`src/rtl/cpu_types_pkg.sv`:
```
// rtl/cpu_types_pkg.sv - shared CPU types: register address width and forwarding tap record
package cpu_types;

    localparam int REG_ADDR_W = 5;
    localparam int NUM_REGS   = 32;
    localparam int CPU_XLEN   = 32;

    // One forwarding tap: the destination register, its value and whether the value is ready.
    typedef struct packed {
        logic [REG_ADDR_W-1:0] address;
        logic [CPU_XLEN-1:0]   data;
        logic                  valid;
    } fwd_stage_t;

endpackage

```
`src/rtl/forwarding_scoreboard_if.sv`:
```
// rtl/forwarding_scoreboard_if.sv - operand/tap/issue/retire bundle between pipeline and scoreboard
interface forwarding_scoreboard_if
    import cpu_types::*;
#(
    parameter int READ_PORTS = 2,
    parameter int STAGES     = 3,
    parameter int XLEN       = 32
) ();

    logic [READ_PORTS-1:0][REG_ADDR_W-1:0] read_address;
    logic [READ_PORTS-1:0][XLEN-1:0]       register_file_data;
    fwd_stage_t [STAGES-1:0]               stage_taps;
    logic                                  issue_valid;
    logic [REG_ADDR_W-1:0]                 issue_address;
    logic                                  retire_valid;
    logic [REG_ADDR_W-1:0]                 retire_address;
    logic                                  flush;
    logic [READ_PORTS-1:0][XLEN-1:0]       data;
    logic [READ_PORTS-1:0]                 forwarding;
    logic                                  stall;
    logic                                  underflow_err;
    logic [31:0]                           stall_cycles;
    logic [31:0]                           fwd_hits;

    modport master (
        output read_address, register_file_data, stage_taps,
        output issue_valid, issue_address, retire_valid, retire_address, flush,
        input  data, forwarding, stall, underflow_err, stall_cycles, fwd_hits
    );

    modport slave (
        input  read_address, register_file_data, stage_taps,
        input  issue_valid, issue_address, retire_valid, retire_address, flush,
        output data, forwarding, stall, underflow_err, stall_cycles, fwd_hits
    );

endinterface

```
`src/rtl/forwarding_scoreboard_port_resolve.sv`:
```
// rtl/forwarding_scoreboard_port_resolve.sv - per-read-port operand resolution (tap priority, then scoreboard)
module fwd_port_resolve
    import cpu_types::*;
#(
    parameter int STAGES = 3,
    parameter int XLEN   = 32
) (
    input  logic [REG_ADDR_W-1:0] read_address,
    input  logic [XLEN-1:0]       register_file_data,
    input  fwd_stage_t [STAGES-1:0] stage_taps,
    input  logic [NUM_REGS-1:0]   pending,
    output logic [XLEN-1:0]       data,
    output logic                  forwarding,
    output logic                  stall
);

    logic found;

    // Youngest matching tap wins; an unready tap stalls; otherwise an in-flight writer stalls.
    always_comb begin
        data       = register_file_data;
        forwarding = 1'b0;
        stall      = 1'b0;
        found      = 1'b0;
        if (read_address != '0) begin
            for (int s = 0; s < STAGES; s++) begin
                if (!found && stage_taps[s].address == read_address) begin
                    found      = 1'b1;
                    data       = stage_taps[s].data[XLEN-1:0];
                    forwarding = 1'b1;
                    stall      = !stage_taps[s].valid;
                end
            end
            if (!found) begin
                stall = pending[read_address];
            end
        end
    end

endmodule

```
`src/rtl/forwarding_scoreboard.sv`:
```
// rtl/forwarding_scoreboard.sv - operand forwarding and pending-writer scoreboard; optional FWD_PERF_COUNTERS_EN
module forwarding_scoreboard
    import cpu_types::*;
#(
    parameter int READ_PORTS = 2,
    parameter int STAGES     = 3,
    parameter int XLEN       = 32
) (
    input logic clk,
    input logic rst_n,
    forwarding_scoreboard_if.slave bus
);

    localparam int CNT_W = $clog2(STAGES + 2);
    localparam logic [CNT_W-1:0] CNT_ONE = CNT_W'(1);
    localparam logic [CNT_W-1:0] CNT_MAX = '1;

    logic [CNT_W-1:0]            pending_count [NUM_REGS-1:1];
    logic [NUM_REGS-1:0]         pending;
    logic                        underflow_q;
    logic [READ_PORTS-1:0][XLEN-1:0] port_data;
    logic [READ_PORTS-1:0]       port_fwd;
    logic [READ_PORTS-1:0]       port_stall;
    logic                        stall_all;

    // Register 0 is hardwired, so it never has an outstanding writer.
    always_comb begin
        pending[0] = 1'b0;
        for (int r = 1; r < NUM_REGS; r++) begin
            pending[r] = (pending_count[r] != '0);
        end
    end

    genvar p;
    generate
        for (p = 0; p < READ_PORTS; p++) begin : g_port
            fwd_port_resolve #(.STAGES(STAGES), .XLEN(XLEN)) u_resolve (
                .read_address       (bus.read_address[p]),
                .register_file_data (bus.register_file_data[p]),
                .stage_taps         (bus.stage_taps),
                .pending            (pending),
                .data               (port_data[p]),
                .forwarding         (port_fwd[p]),
                .stall              (port_stall[p])
            );
        end
    endgenerate

    assign stall_all         = |port_stall;
    assign bus.data          = port_data;
    assign bus.forwarding    = port_fwd;
    assign bus.stall         = stall_all;
    assign bus.underflow_err = underflow_q;

    // Pending-writer counters: issue increments (blocked while stalled), retire decrements, flush clears.
    always_ff @(posedge clk or negedge rst_n) begin
        if (!rst_n) begin
            for (int r = 1; r < NUM_REGS; r++) begin
                pending_count[r] <= '0;
            end
            underflow_q <= 1'b0;
        end else if (bus.flush) begin
            for (int r = 1; r < NUM_REGS; r++) begin
                pending_count[r] <= '0;
            end
        end else begin
            for (int r = 1; r < NUM_REGS; r++) begin
                if (bus.issue_valid && !stall_all && bus.issue_address == REG_ADDR_W'(r)) begin
                    if (!(bus.retire_valid && bus.retire_address == REG_ADDR_W'(r))
                        && pending_count[r] != CNT_MAX) begin
                        pending_count[r] <= pending_count[r] + CNT_ONE;
                    end
                end else if (bus.retire_valid && bus.retire_address == REG_ADDR_W'(r)) begin
                    if (pending_count[r] == '0) begin
                        underflow_q <= 1'b1;
                    end else begin
                        pending_count[r] <= pending_count[r] - CNT_ONE;
                    end
                end
            end
        end
    end

`ifdef FWD_PERF_COUNTERS_EN
    logic [31:0] stall_cycles_q;
    logic [31:0] fwd_hits_q;

    // Saturating counts of stalled cycles and of cycles served by forwarding without a stall.
    always_ff @(posedge clk or negedge rst_n) begin
        if (!rst_n) begin
            stall_cycles_q <= '0;
            fwd_hits_q     <= '0;
        end else begin
            if (stall_all && stall_cycles_q != 32'hFFFF_FFFF) begin
                stall_cycles_q <= stall_cycles_q + 32'd1;
            end
            if (|port_fwd && !stall_all && fwd_hits_q != 32'hFFFF_FFFF) begin
                fwd_hits_q <= fwd_hits_q + 32'd1;
            end
        end
    end

    assign bus.stall_cycles = stall_cycles_q;
    assign bus.fwd_hits     = fwd_hits_q;
`else
    assign bus.stall_cycles = 32'd0;
    assign bus.fwd_hits     = 32'd0;
`endif

endmodule

```
`src/flat_wrapper.sv`:
```
// flat-port wrapper written by rule: the top's interface ports become plain ports
module forwarding_scoreboard_flat import cpu_types::*;
#(
    parameter int READ_PORTS = 2,
    parameter int STAGES     = 3,
    parameter int XLEN       = 32
)
  (clk, rst_n, bus_read_address, bus_register_file_data, bus_stage_taps, bus_issue_valid, bus_issue_address, bus_retire_valid, bus_retire_address, bus_flush, bus_data, bus_forwarding, bus_stall, bus_underflow_err, bus_stall_cycles, bus_fwd_hits);
  forwarding_scoreboard_if #(.READ_PORTS(READ_PORTS), .STAGES(STAGES), .XLEN(XLEN)) bus_i ();
  input logic clk;
  input logic rst_n;
  input wire logic [$bits(bus_i.read_address)-1:0] bus_read_address;
  input wire logic [$bits(bus_i.register_file_data)-1:0] bus_register_file_data;
  input wire logic [$bits(bus_i.stage_taps)-1:0] bus_stage_taps;
  input wire logic [$bits(bus_i.issue_valid)-1:0] bus_issue_valid;
  input wire logic [$bits(bus_i.issue_address)-1:0] bus_issue_address;
  input wire logic [$bits(bus_i.retire_valid)-1:0] bus_retire_valid;
  input wire logic [$bits(bus_i.retire_address)-1:0] bus_retire_address;
  input wire logic [$bits(bus_i.flush)-1:0] bus_flush;
  output wire logic [$bits(bus_i.data)-1:0] bus_data;
  output wire logic [$bits(bus_i.forwarding)-1:0] bus_forwarding;
  output wire logic [$bits(bus_i.stall)-1:0] bus_stall;
  output wire logic [$bits(bus_i.underflow_err)-1:0] bus_underflow_err;
  output wire logic [$bits(bus_i.stall_cycles)-1:0] bus_stall_cycles;
  output wire logic [$bits(bus_i.fwd_hits)-1:0] bus_fwd_hits;
  assign bus_i.read_address = bus_read_address;
  assign bus_i.register_file_data = bus_register_file_data;
  assign bus_i.stage_taps = bus_stage_taps;
  assign bus_i.issue_valid = bus_issue_valid;
  assign bus_i.issue_address = bus_issue_address;
  assign bus_i.retire_valid = bus_retire_valid;
  assign bus_i.retire_address = bus_retire_address;
  assign bus_i.flush = bus_flush;
  assign bus_data = bus_i.data;
  assign bus_forwarding = bus_i.forwarding;
  assign bus_stall = bus_i.stall;
  assign bus_underflow_err = bus_i.underflow_err;
  assign bus_stall_cycles = bus_i.stall_cycles;
  assign bus_fwd_hits = bus_i.fwd_hits;
  forwarding_scoreboard #(.READ_PORTS(READ_PORTS), .STAGES(STAGES), .XLEN(XLEN)) u_core (.clk(clk), .rst_n(rst_n), .bus(bus_i));
endmodule
```
`config.mk`:
```
export PLATFORM = sky130hd
export DESIGN_NAME = forwarding_scoreboard_flat
export DESIGN_NICKNAME = d
export VERILOG_FILES = /design/src/rtl/cpu_types_pkg.sv /design/src/rtl/forwarding_scoreboard_if.sv /design/src/rtl/forwarding_scoreboard_port_resolve.sv /design/src/rtl/forwarding_scoreboard.sv /design/src/flat_wrapper.sv
export SDC_FILE = /design/constraint.sdc
export NUM_CORES = 1
export LEC_CHECK = 0
export CAP_MARGIN = 20
export CORE_MARGIN = 2
export CORE_UTILIZATION = 45
export CTS_BUF_LIST = sky130_fd_sc_hd__clkbuf_4 sky130_fd_sc_hd__clkbuf_8
export DETAILED_ROUTE_END_ITERATION = 10
export GPL_ROUTABILITY_DRIVEN = 0
export HOLD_SLACK_MARGIN = 0.03
export PLACE_DENSITY = 0.87
export REMOVE_ABC_BUFFERS = 1
export SYNTH_ARGS = -nofsm -noshare
export SYNTH_HDL_FRONTEND = slang
export SYNTH_SLANG_ARGS = --single-unit
```
`constraint.sdc`:
```
create_clock -name clk -period 6.8 [get_ports clk]
set_clock_uncertainty 0.2 [all_clocks]
set_input_delay 2.04 -clock clk [delete_from_list [all_inputs] [get_ports clk]]
set_output_delay 2.04 -clock clk [all_outputs]
set_load 0.005 [all_outputs]
```
==> results of run 1 <==
[layer usage]
metal  vias to the layer above  part of all wire  global-route usage
li1                       5897                 -                   -
met2                       941              0.48               0.578
met4                         0             0.064               0.197
met5                         -                 0                   0
met3                       226              0.10              0.0674
met1                      6325              0.36               0.403
[worst max-delay path: stages]
cell	delay, ns
clkdlybuf4s50_1	0.45
xor2_1	0.19
nor3_2	0.21
nand3_2	0.15
nor2_4	0.20
buf_6	0.14
buf_12	0.13
a221o_1	0.13
o21ai_0	0.09
o21ai_0	0.23
clkdlybuf4s50_1	0.55
[Yosys cell counts, drive strengths merged, types with 10 or more instances]
cell | number | area share
nand2 | 145 | 0.049
o21ai | 145 | 0.065
nor2 | 112 | 0.038
nor3 | 99 | 0.052
dfrtp | 94 | 0.21
buf | 88 | 0.058
clkbuf | 80 | 0.027
inv | 78 | 0.026
a21oi | 64 | 0.029
xnor2 | 59 | 0.046
or3 | 36 | 0.021
a221o | 32 | 0.029
a222oi | 32 | 0.029
fa | 31 | 0.055
nand3 | 29 | 0.013
mux2i | 27 | 0.024
nor4 | 25 | 0.017
a211oi | 21 | 0.014
a31oi | 19 | 0.011
nor2b | 18 | 0.010
xor2 | 17 | 0.013
a2111oi | 13 | 0.012
and3 | 13 | 0.0073
nand2b | 13 | 0.0073
o31ai | 13 | 0.0087
or2 | 13 | 0.0073
mux2 | 10 | 0.010
[path summary, 6_finish.rpt]
kind | to | start | slack, ns
setup / recovery | bus_data[0] | bus_stage_taps[112] | 0.05
hold / removal | u_core.pending_count[73]$_DFFE_PN0P_ | u_core.pending_count[73]$_DFFE_PN0P_ | 0.37
setup reg to reg | u_core.bus.underflow_err$_DFFE_PN0N_ | u_core.pending_count[69]$_DFFE_PN0P_ | 1.74
hold reg to reg | u_core.pending_count[73]$_DFFE_PN0P_ | u_core.pending_count[73]$_DFFE_PN0P_ | 0.37
max in group asynchronous | u_core.pending_count[86]$_DFFE_PN0P_ | rst_n | 3.79
min in group asynchronous | u_core.pending_count[14]$_DFFE_PN0P_ | rst_n | 1.41
[timing repair]
item                                    4_1_cts  5_1_grt
hold endpoints to repair                      0        0
buffers inserted                              8        7
pin swaps                                    10       19
cloned                                        6        0
endpoints found under the setup margin       63       60
gates resized for setup                      45       79
[layout make-up]
class                           count  area (um2)  share of cell area
Antenna cell                        2        5.00            0.000329
Clock buffer                       12         159              0.0105
Clock inverter                      4        45.0             0.00296
Inverter                           80         300              0.0198
Multi-Input combinational cell   1192        7950               0.524
Sequential cell                    94        2350               0.155
Tap cell                          324         405              0.0267
Timing Repair Buffer              392        3970               0.261
[state kept, by name (all words and copies together), names as in the netlist]
register	count
u_core.bus.underflow_err	1
u_core.pending_count	93
[through the flow]
stage	utilization	setup TNS, ns
floorplan	-	-33.84
global placement	0.595	-4.90
detailed placement	0.595	-5.97
CTS	0.616	-0.0223
global route	0.623	-0.153
finish	0.623	0
[power breakdown]
group          total (mW)  switching [mW]  internal, mW
sequential          0.567         0.00510         0.562
clock               0.414           0.221         0.193
combinational       0.662           0.341         0.322
[logic make-up (layout without fill, tap and decap cells)]
| kind of cell | after synthesis | count (layout) |
|---|---|---|
| xor+xnor | 76 | 76 |
| other cells | 1 | 66 |
| buf+inv | 248 | 488 |
| simple gates | 542 | 542 |
| fa+ha+maj | 31 | 31 |
| compound gates | 439 | 439 |
| flops | 94 | 94 |
| mux | 40 | 40 |
==> metrics.md, run 1 <==
| Metric | Value |
|---|---|
| Commonest non-fill, non-tap cell in the layout | clkdlybuf4s50_1 |
| Post-synthesis xor/xnor area fraction | 0.0594 |
| CTS tree | yes |
| Worst R2R Path Depth | 13 |
| Largest family of logic cells by synthesized area | compound AO/OA/AOI/OAI gates |
| Startpoint types | input port |
| Post-Syn Area | about 11000 um2 |
| DRC | 0 |
| Fin nets | around 2000 |
| Cell depth of the worst min-delay path | 2 |
| Seq/Total Area, Yosys | 0.210 |
| Post-synthesis register bit count | 94 |
| Max Freq | 148 MHz |
| Slew headroom | 0.256 |
| P per Cell Area | between 100 and 150 nW/um2 |
| Crit-path max FO | 8 |
| Fin. max-slew vios | 0 |
| Crit path kind | in2out |
| Vias in the first global route | between 10000 and 15000 |
| Post-Layout Inst Area | 15200 um2 |
| Clock Latency Late Sink | ~0.4 ns |
| Num rows | 57 |
| Initial Utilization | 0.459 |
| Area post-placement | 14500 um2 |
| Critical path required time | 4.56 ns |
| Reg clk slew, reported paths | 0.09 ns |
| Post-Synthesis Mean Instance Area | 7.62 um2 |
| Iter 0 DRT Violations | 1923 |
| Area grow syn2layout | 35.6% |
| Post-synthesis mux area share | 0.0402 |
| Core area | approximately 24000 um2 |
| CP endpoint kind | output pin |
| Synth warn | 0 |
| Share of post-route cells with drive strength above 1 | 0.126 |
| Die ar. | 26200 um2 |
| Worst-case vdd ir drop | 0.0000773 V |
| Layout Cells excl Fill | 2100 |
| DP Worst Slack | -0.301 ns |
| Worst slew pin tran | 1.12 ns |
| H-tree depth | 3 |
| CTS Sinks | 94 |
| Die Wd | 162 um |
| Most frequent cells in the layout | clkdlybuf4s50_1, nand2_1, nor2_1 |
| Grt ovf | 0 |
| Crit path DAT | 4.51 ns |
| Total power | 1.64 mW |
| Adder-cell share of the synthesized area | 0.0554 |
| Vias | 13400 |
| Setup violations, final | 0 |
| Worst hold path type | reg2reg |
| Compound-gate portion of the synthesized area | 0.275 |
| IO buf count | 270 |
| Max-capacitance violation count | 0 |
| CTS buffer count | 9 |
| Largest net degree at the start of global routing | 95 |
| Hold Fails Final Rpt | 0 |
| Synth async-reset ratio | 1.00 |
| Drt wl/cell | about 22 um |
| DRT Wirelength | 46400 um |
| Setup WS post-layout | 0.0474 ns |
| DP HPWL | 35300 um |
| Status | complete, no violations |
| GRT Total Usage | 0.341 |
| WHS | roughly 0.37 ns |
| Via density | 6.38 |
| Post-synthesis simple-gate area fraction | 0.249 |
| Hold_buf cts | 0 |
| DRT Pass-1 Iters | 7 |
| Post-Syn Instances | 1471 |
| Library cells used by synthesis | 83 |
| Synth Flop Type | dfrtp_1 |
| Die span in y | 162 um |
| IO Pins | 335 |
| Min Tclk post-route | 6.75 ns |
| Placed Cells | approximately 2000 |
| Antenna-violating nets left | 0 |
| Initial antenna violation count | 3 |
| Final period util | 0.993 |
| FILL cells | 2049 |
| First-pass GRT wire length | 70300 um |
| Post-synth EDFFs | 0 |
| Pleak | slightly above 6 nW |
| Maximum clock insertion buffer count | 2 |
| CTS root buf | clkbuf_8 |
Power figures use the tool's default switching activity.
==> inputs of run 2 (changes only) <==
==> constraint.sdc (replaced) <==
create_clock -name clk -period 6.8 [get_ports clk]
set_clock_uncertainty 0.2 [all_clocks]
set_input_delay 1.7 -clock clk [delete_from_list [all_inputs] [get_ports clk]]
set_output_delay 1.7 -clock clk [all_outputs]
set_load 0.005 [all_outputs]
==> run 2 against run 1 <==
Net effect: the run now ends with design-rule violations left; sequential power is essentially flat; register-to-register slack gained 0.14 ns; clock power grew 9.7%; critical path type unchanged; first-iteration DRC count grew 7.5%.
==> metrics.md, run 2 (synthesis results as in run 1) <==
| Metric | Value |
|---|---|
| Status | finished, violations left |
| Failing checks | design-rule violations |
| Crit-path max FO | 32 (+24) |
| Largest stage delay on the critical path | 0.82 ns (+0.27 ns) |
| Crit path DAT | 4.87 ns (+0.36 ns) |
| Most frequent cells in the layout | clkdlybuf4s50_1, o21ai_0, nand2_1 |
| GRT Total Usage | 0.319 (-0.0222) |
| Share of post-route cells with drive strength above 1 | 0.0728 (-0.0534) |
| Critical path required time | 4.90 ns (+0.34 ns) |
| Vias in the first global route | 11900 (-7.3%) |
| Die ar. | 26200 um2 (unchanged) |
| Seq pwr share | 0.349 (+0.004) |
| IO Pins | 335 (unchanged) |
| FILL cells | 2111 (+3.0%) |
| Commonest non-fill, non-tap cell in the layout | clkdlybuf4s50_1 |
| Maximum clock insertion buffer count | 2 (unchanged) |
| Hold Fails Final Rpt | 0 (unchanged) |
| Vias | 12800 (-4.3%) |
| Comb pwr share | 0.371 (-0.032) |
| Fin nets | 1918 (-4.2%) |
| Largest net degree at the start of global routing | 95 (unchanged) |
| Clk pwr share | 0.280 (+0.028) |
| IO buf count | 270 (unchanged) |
| Setup violations, final | 0 (unchanged) |
| Reg clk slew, reported paths | 0.11 ns (+0.02 ns) |
| CP endpoint kind | output pin |
| WHS | 0.374 ns (-0.00124 ns) |
| Worst hold path type | reg2reg |
| RR Startpoint | u_core.pending_count[90]$_DFFE_PN0P_ |
| Die Wd | 162 um (unchanged) |
| Post-Layout Inst Area | 14200 um2 (-6.5%) |
| CTS buffer count | 9 (unchanged) |
| Hold_sp | u_core.pending_count[62]$_DFFE_PN0P_ |
| Worst slew pin tran | 1.09 ns (-0.0292 ns) |
| Max-capacitance violation count | 0 (unchanged) |
| DRC | 7 (+7) |
| # resized after CTS | 0 (-100%) |
| CTS root buf | clkbuf_8 |
| Drt wl/cell | 21.6 um (-2.2%) |
| DP HPWL | 33700 um (-4.7%) |
| RSZ-0062 raised after global routing | false |
| Area post-placement | 14000 um2 (-3.8%) |
| DRT Wirelength | 43500 um (-6.1%) |
| Core area | 24400 um2 (unchanged) |
| Max Freq | 148 MHz (-0.19%) |
| Startpoint types | input port |
| Hold_buf cts | 0 (unchanged) |
| Grt ovf | 0 (unchanged) |
| Area of the multi-input gates | 7870 um2 (-1.0%) |
| Iter 0 DRT Violations | 2067 (+7.5%) |
| Psw | 557 uW (-1.7%) |
| Num rows | 57 (unchanged) |
| Antenna-violating nets left | 0 (unchanged) |
| Crit path max-delay family | buffers and inverters |
| First-pass GRT wire length | 66200 um (-5.8%) |
| Critical-path top delay cell | clkdlybuf4s50_1 |
| Initial Utilization | 0.459 (unchanged) |
| Buffer and inverter count on the worst path | 4 (unchanged) |
| CTS tree | yes |
| Postcts setup bufs | 0 (-8) |
| CTS Sinks | 94 (unchanged) |
| Pleak | 5.30 nW (-14%) |
| Critical-path cell list | clkdlybuf4s50_1 -> xnor2_1 -> nand3_1 -> nor3_4 -> buf_4 -> a222oi_1 -> o21ai_0 -> buf_4 -> clkdlybuf4s50_1 |
| Final period util | 0.995 (+0.00185) |
| Number of flip-flops under the largest register name | 93 (unchanged) |
| Fin. max-slew vios | 0 (unchanged) |
| Crit path kind | in2out |
| Worst-case vdd ir drop | 0.0000783 V (+1.2%) |
| P per Cell Area | 114 nW/um2 (+5.7%) |
| Via density | 6.36 (-0.31%) |
| Pint | 1.07 mW (-0.84%) |
| Area grow syn2layout | 26.7% |
| Most flop-heavy register | u_core.pending_count |
| Slew headroom | 0.276 (+0.0195) |
| H-tree depth | 3 (unchanged) |
| Min Tclk post-route | 6.77 ns (+0.0126 ns) |
| DRT Pass-1 Iters | 11 (+4) |
| Clock Latency Late Sink | 0.41 ns (about the same) |
| Die span in y | 162 um (unchanged) |
| Sw Share | 0.343 (-0.00204) |
| Worst setup path start | bus_read_address[6] |
| Reg area | 2350 um2 (unchanged) |
| Initial antenna violation count | 3 (unchanged) |
==> run 2: changes by cell type in the layout (fill, tap and decap cells not counted), sizes merged, moves of 2 or more <==
cell	delta
bufbuf	-5
dlymetal6s2s	-31
clkdlybuf4s50	+49
dlygate4sd2	-18
clkbuf	-2
buf	-80
==> run 2: layer usage <==
layer	routed length (um)	GRT usage	vias up
met5	0	0	-
met4	2120	0.134	0
met3	5090	0.0832	174
met2	20600	0.533	890
met1	15700	0.390	6036
li1	-	-	5714
==> run 2: final cells by class <==
type,instances,area share
inverter,80,0.0211
timing repair buffer,307,0.214
clock buffer,10,0.00969
sequential,94,0.166
clock inverter,6,0.00661
multi-input combinational,1192,0.554
tap,324,0.0285
antenna,3,0.000529
==> run 2: power by group through the flow <==
stage               Combinational, mW  Clock, mW  Sequential, mW
finish                          0.603      0.454           0.567
global route                    0.642      0.481           0.568
CTS                             0.593      0.457           0.567
detailed placement              0.591          0           0.578
global placement                0.583          0           0.578
floorplan                       0.219          0           0.577
==> run 2: per-stage QoR <==
| stage | worst slack [ns] | instances | util | TNS [ns] | power [mW] |
|---|---|---|---|---|---|
| 2_1_floorplan | -0.0431 | 1366 | - | -0.0431 | 0.796 |
| 3_3_place_gp | 0.204 | 1997 | 0.573 | 0 | 1.16 |
| 3_5_place_dp | 0.175 | 1997 | 0.573 | 0 | 1.17 |
| 4_1_cts | 0.167 | 2013 | 0.582 | 0 | 1.62 |
| 5_1_grt | 0.0170 | 2016 | 0.582 | 0 | 1.69 |
| 6_report | 0.0348 | 2016 | 0.582 | 0 | 1.62 |
==> run 2: final timing paths <==
path	cells after the start	to	slack [ns]
max	9	bus_data[46]	0.03
min in group asynchronous	1	u_core.pending_count[44]$_DFFE_PN0P_	1.13
max in group asynchronous	2	u_core.pending_count[24]$_DFFE_PN0P_	4.12
max reg2reg	14	u_core.pending_count[38]$_DFFE_PN0P_	1.88
min reg2reg	1	u_core.pending_count[62]$_DFFE_PN0P_	0.37
min	1	u_core.pending_count[62]$_DFFE_PN0P_	0.37
==> patch 1, RTL diff (settings of run 2) <==
Build with the macro `FWD_PERF_COUNTERS_EN` defined.
--- a/src/rtl/forwarding_scoreboard.sv
+++ b/src/rtl/forwarding_scoreboard.sv
@@ -1,4 +1,6 @@
 // rtl/forwarding_scoreboard.sv - operand forwarding and pending-writer scoreboard; optional FWD_PERF_COUNTERS_EN
+`define FWD_PERF_COUNTERS_EN
+
 module forwarding_scoreboard
     import cpu_types::*;
 #(
Formal check against the unedited RTL: not equivalent (a bounded check fails within 4 cycles, from zero or initial values and one cycle with rst_n low).
==> patch 1 against run 2 <==
Sequential share of layout area rose by 5.5 points; sequential cell count rose by 64; sequential power rose by 83%; via count rose by 17%; worst setup slack improved by 0.17 ns; cell count rose by 20%; clock power rose by 71%; area after synthesis rose by 21%; fmax rose by 2.6%; cell area rose by 26%; worst hold slack got worse by 0.075 ns; power rose by 59%; largest power group is now registers; wire length rose by 17%.
==> patch 1: results (changes against run 2) <==
| Metric | Value |
|---|---|
| Largest net degree at the start of global routing | `96 (was 95)` |
| Clk power | `0.776 mW (was 0.454 mW)` |
| Post-synthesis cell type count | `71 (was 83)` |
| Total CTS buffers | `17 (was 9)` |
| Peak VDD IR | `0.143 mV (was 0.0783 mV)` |
| Crit Path Max Fanout | `32 (unchanged)` |
| Leak | `6.67 nW (was 5.30 nW)` |
| Share of cells above drive strength 1 | `7.27% (was 7.28%)` |
| Initial drt markers | `1829 (was 2067)` |
| DP HPWL | `38.8 mm (was 33.7 mm)` |
| Post-DP Area | `17400 um^2 (was 14000 um^2)` |
| Max reg flops | `93 (unchanged)` |
| Final Critical Period | `6.59 ns (was 6.77 ns)` |
| Commonest cells post-synth | `nor2_1 (166), dfrtp_1 (158), nand2_1 (153) (was nand2_1 (145), o21ai_0 (145), nor2_1 (110))` |
| Fin Hold WS | `0.298 ns (was 0.374 ns)` |
| Filler cells | `2503 (was 2111)` |
| Global-route usage over all layers | `31.6% (was 31.9%)` |
| Slowest CP cell | `clkdlybuf4s50_1 (unchanged)` |
| Post-Layout Cell Count | `2410 (was 2016)` |
| Slew HR | `37.9% (was 27.6%)` |
| Dpl ws | `0.179 ns (was 0.175 ns)` |
| FFs w/ async S/R, synth | `100% (unchanged)` |
| Sequential share of the synthesized area | `29.1% (was 21.0%)` |
| Top FF cell, synth | `dfrtp_1 (unchanged)` |
| Number of cells produced by synthesis | `1696 (was 1471)` |
| Drt first pass iters | `8 (was 11)` |
| Total Wirelength | `50.8 mm (was 43.5 mm)` |
| Clock Power Share | `30.0% (was 28.0%)` |
| Yosys Warn Count | `0 (unchanged)` |
| IO Port Bufs | `334 (was 270)` |
| Logic power comb | `0.770 mW (was 0.603 mW)` |
| CP max stage delay | `0.69 ns (was 0.82 ns)` |
| Int Power | `1.75 mW (was 1.07 mW)` |
| H-tree depth | `4 (was 3)` |
| Largest cells by area after synthesis | `dfrtp_1 (29%), xnor2_1 (7.4%), a21oi_1 (4.6%) (was dfrtp_1 (21%), o21ai_0 (6.5%), fa_1 (5.5%))` |
| Vias in the first global route | `14.4k (was 11.9k)` |
| FF+latch area | `3950 um^2 (was 2350 um^2)` |
| Largest delay contributor family on the critical path | `buffers and inverters (unchanged)` |
| First-pass GRT wire length | `77.6 mm (was 66.2 mm)` |
| Post-CTS Setup Bufs | `0 (unchanged)` |
| Routed Antenna Nets | `0 (unchanged)` |
| Initial antenna violation count | `13 (was 3)` |
| R2R Setup Slk | `1.85 ns (was 1.88 ns)` |
| Via density | `6.21 (was 6.36)` |
| Clock Path Buffers | `2 (unchanged)` |
| Largest Register | `u_core.pending_count (unchanged)` |
| Worst min-delay path category | `reg2reg (unchanged)` |
| Final nets | `2232 (was 1918)` |
| Status | `finished clean (was complete, but fails checks)` |
| Clk_lat worst skew | `0.50 ns (was 0.41 ns)` |
| Reg clk slew, reported paths | `0.09 ns (was 0.11 ns)` |
patch 1: cell types whose count changed in the layout (fill, tap and decap cells not counted), moves of 59 or more:
| cell | delta |
|---|---|
| o21ai_0 | -77 |
| clkdlybuf4s50_1 | +64 |
| conb_1 | -64 |
| dfrtp_1 | +64 |
| a21oi_1 | +62 |
| a22oi_1 | +59 |
patch 1: per-layer routing:
layer	track usage (%)	routed length, um
met5	0	10
met4	21.5	3250
met3	7.31	5010
met2	51.5	24100
met1	36.9	18500
patch 1: path summary, 6_finish.rpt:
path / from / endpoint / depth (start not counted)
max: bus_read_address[9] / bus_data[54] / 11
min: u_core.bus.fwd_hits[12]$_DFFE_PN0P_ / u_core.bus.fwd_hits[12]$_DFFE_PN0P_ / 1
max reg2reg: u_core.pending_count[17]$_DFFE_PN0P_ / u_core.pending_count[7]$_DFFE_PN0P_ / 13
min in group asynchronous: rst_n / u_core.pending_count[54]$_DFFE_PN0P_ / 1
min reg2reg: u_core.bus.fwd_hits[12]$_DFFE_PN0P_ / u_core.bus.fwd_hits[12]$_DFFE_PN0P_ / 1
max in group asynchronous: rst_n / u_core.bus.fwd_hits[29]$_DFFE_PN0P_ / 2
patch 1: kinds of logic after synthesis:
family | after synthesis | synth area share (%)
buf+inv | 181 | 5.53
xor+xnor | 148 | 9.53
flops | 158 | 29.1
compound gates | 443 | 21.8
fa+ha+maj | 33 | 4.74
mux | 46 | 3.54
simple gates | 687 | 25.8
patch 1: final cells by class:
type	instances	area share, %
clock buffer	19	1.46
timing repair buffer	378	20.9
tap	390	2.73
clock inverter	12	0.903
inverter	84	1.76
sequential	158	22.1
antenna	12	0.168
multi-input combinational	1357	49.9
==> patch 2, RTL diff (flow settings as in run 2) <==
Made on the original files. `STAGES` is set to 3 in 4 places; all go to 2.
--- a/src/rtl/forwarding_scoreboard_if.sv
+++ b/src/rtl/forwarding_scoreboard_if.sv
@@ -3,7 +3,7 @@
     import cpu_types::*;
 #(
     parameter int READ_PORTS = 2,
-    parameter int STAGES     = 3,
+    parameter int STAGES     = 2,
     parameter int XLEN       = 32
 ) ();
 
--- a/src/rtl/forwarding_scoreboard_port_resolve.sv
+++ b/src/rtl/forwarding_scoreboard_port_resolve.sv
@@ -2,7 +2,7 @@
 module fwd_port_resolve
     import cpu_types::*;
 #(
-    parameter int STAGES = 3,
+    parameter int STAGES = 2,
     parameter int XLEN   = 32
 ) (
     input  logic [REG_ADDR_W-1:0] read_address,
--- a/src/rtl/forwarding_scoreboard.sv
+++ b/src/rtl/forwarding_scoreboard.sv
@@ -3,7 +3,7 @@
     import cpu_types::*;
 #(
     parameter int READ_PORTS = 2,
-    parameter int STAGES     = 3,
+    parameter int STAGES     = 2,
     parameter int XLEN       = 32
 ) (
     input logic clk,
--- a/src/flat_wrapper.sv
+++ b/src/flat_wrapper.sv
@@ -2,7 +2,7 @@
 module forwarding_scoreboard_flat import cpu_types::*;
 #(
     parameter int READ_PORTS = 2,
-    parameter int STAGES     = 3,
+    parameter int STAGES     = 2,
     parameter int XLEN       = 32
 )
   (clk, rst_n, bus_read_address, bus_register_file_data, bus_stage_taps, bus_issue_valid, bus_issue_address, bus_retire_valid, bus_retire_address, bus_flush, bus_data, bus_forwarding, bus_stall, bus_underflow_err, bus_stall_cycles, bus_fwd_hits);
Interface: changed (resized bus_stage_taps); port bits go from 335 to 297. The function was not compared with the original's and may differ.
==> patch 2 against run 2 <==
Power down 29%; count of clock-buffer cells in the layout unchanged; sequential share of layout area down 0.21 points; worst setup slack better by 0.17 ns; sequential cell count down 31; critical endpoint is now bus_data[34]; wire length down 24%; area after synthesis down 35%; largest cell class unchanged; cell area down 32%.
==> patch 2: results (changes against run 2) <==
| Metric | Value |
|---|---|
| Status | `finished clean (was complete, but fails checks)` |
| Crit Path Max Fanout | `33 (was 32)` |
| Met1 wire length | `11.9 mm (was 15.7 mm)` |
| P_sw | `0.397 mW (was 0.557 mW)` |
| Worst Tran Pin Value | `0.909 ns (was 1.09 ns)` |
| Largest net degree at the start of global routing | `65 (was 95)` |
| DR top layer | `met5 (was met4)` |
| # diodes | `5 (was 3)` |
| Arrival time worst endpoint | `4.70 ns (was 4.87 ns)` |
| Cells on Worst Hold Path | `2 (was 1)` |
| Initial drt markers | `1181 (was 2067)` |
| CP max stage delay | `0.63 ns (was 0.82 ns)` |
| Mean Syn Cell Area | `6.75 um^2 (was 7.62 um^2)` |
| First-pass GRT wire length | `47.2 mm (was 66.2 mm)` |
| Dpl ws | `0.276 ns (was 0.175 ns)` |
| Final Critical Period | `6.60 ns (was 6.77 ns)` |
| Commonest cells post-synth | `a21oi_1 (176), nor2_1 (143), nand2_1 (84) (was nand2_1 (145), o21ai_0 (145), nor2_1 (110))` |
| FF+latch area | `1580 um^2 (was 2350 um^2)` |
| IO Port Bufs | `232 (was 270)` |
| Leak | `3.74 nW (was 5.30 nW)` |
| Multi-input combinational area share | `51.9% (was 55.4%)` |
| Drt first pass iters | `6 (was 11)` |
| Comb_multi_in | `917 (was 1192)` |
| Tapcells | `216 (was 324)` |
| Hold Path End | `u_core.pending_count[61]$_DFFE_PN0P_ (was u_core.pending_count[62]$_DFFE_PN0P_)` |
| Sw Ratio | `34.2% (was 34.3%)` |
| Data buffer area share | `26.1% (was 21.4%)` |
| Clk_lat worst skew | `0.38 ns (was 0.41 ns)` |
| Dpl cells | `1470 (was 1997)` |
| Met2 routed WL | `14.9 mm (was 20.6 mm)` |
| Layout clock area frac | `2.05% (was 1.63%)` |
| Signal buffers | `259 (was 307)` |
| Reg clk slew, reported paths | `0.08 ns (was 0.11 ns)` |
| Metal3 WL | `4.26 mm (was 5.09 mm)` |
| Post-synthesis cell type count | `67 (was 83)` |
| Routed len/inst | `22.1 um (was 21.6 um)` |
| Filler cells | `1452 (was 2111)` |
| DP HPWL | `25.8 mm (was 33.7 mm)` |
| Met2 usage | `56.0% (was 53.3%)` |
| Initial antenna violation count | `5 (was 3)` |
[patch 2: cell types whose count changed after synthesis, moves of 29 or more]
cell,run 2,this run
o22ai_1,9,67
nor2_1,110,143
a21oi_1,64,176
nand2_1,145,84
a222oi_1,32,0
fa_1,31,0
inv_1,76,16
dfrtp_1,94,63
clkbuf_1,80,50
o21ai_0,145,49
a221o_1,32,0
nor3_1,86,53
or3_1,35,6
xnor2_1,59,8
[patch 2: worst max path at each step]
stage / startpoint / to / depth (start not counted)
floorplan: bus_read_address[7] / bus_stall / 6
CTS: bus_read_address[7] / bus_data[34] / 10
detailed placement: bus_read_address[6] / bus_data[34] / 9
global route: bus_read_address[6] / bus_data[34] / 9
finish: bus_read_address[7] / bus_data[34] / 10
global placement: bus_read_address[8] / bus_data[34] / 10
[patch 2: logic make-up after synthesis]
family	after synthesis	share of synthesized area, %
other cells	1	0.0518
compound gates	399	33.7
simple gates	431	29.0
flops	63	21.8
buf+inv	156	12.4
mux	3	0.605
xor+xnor	20	2.42
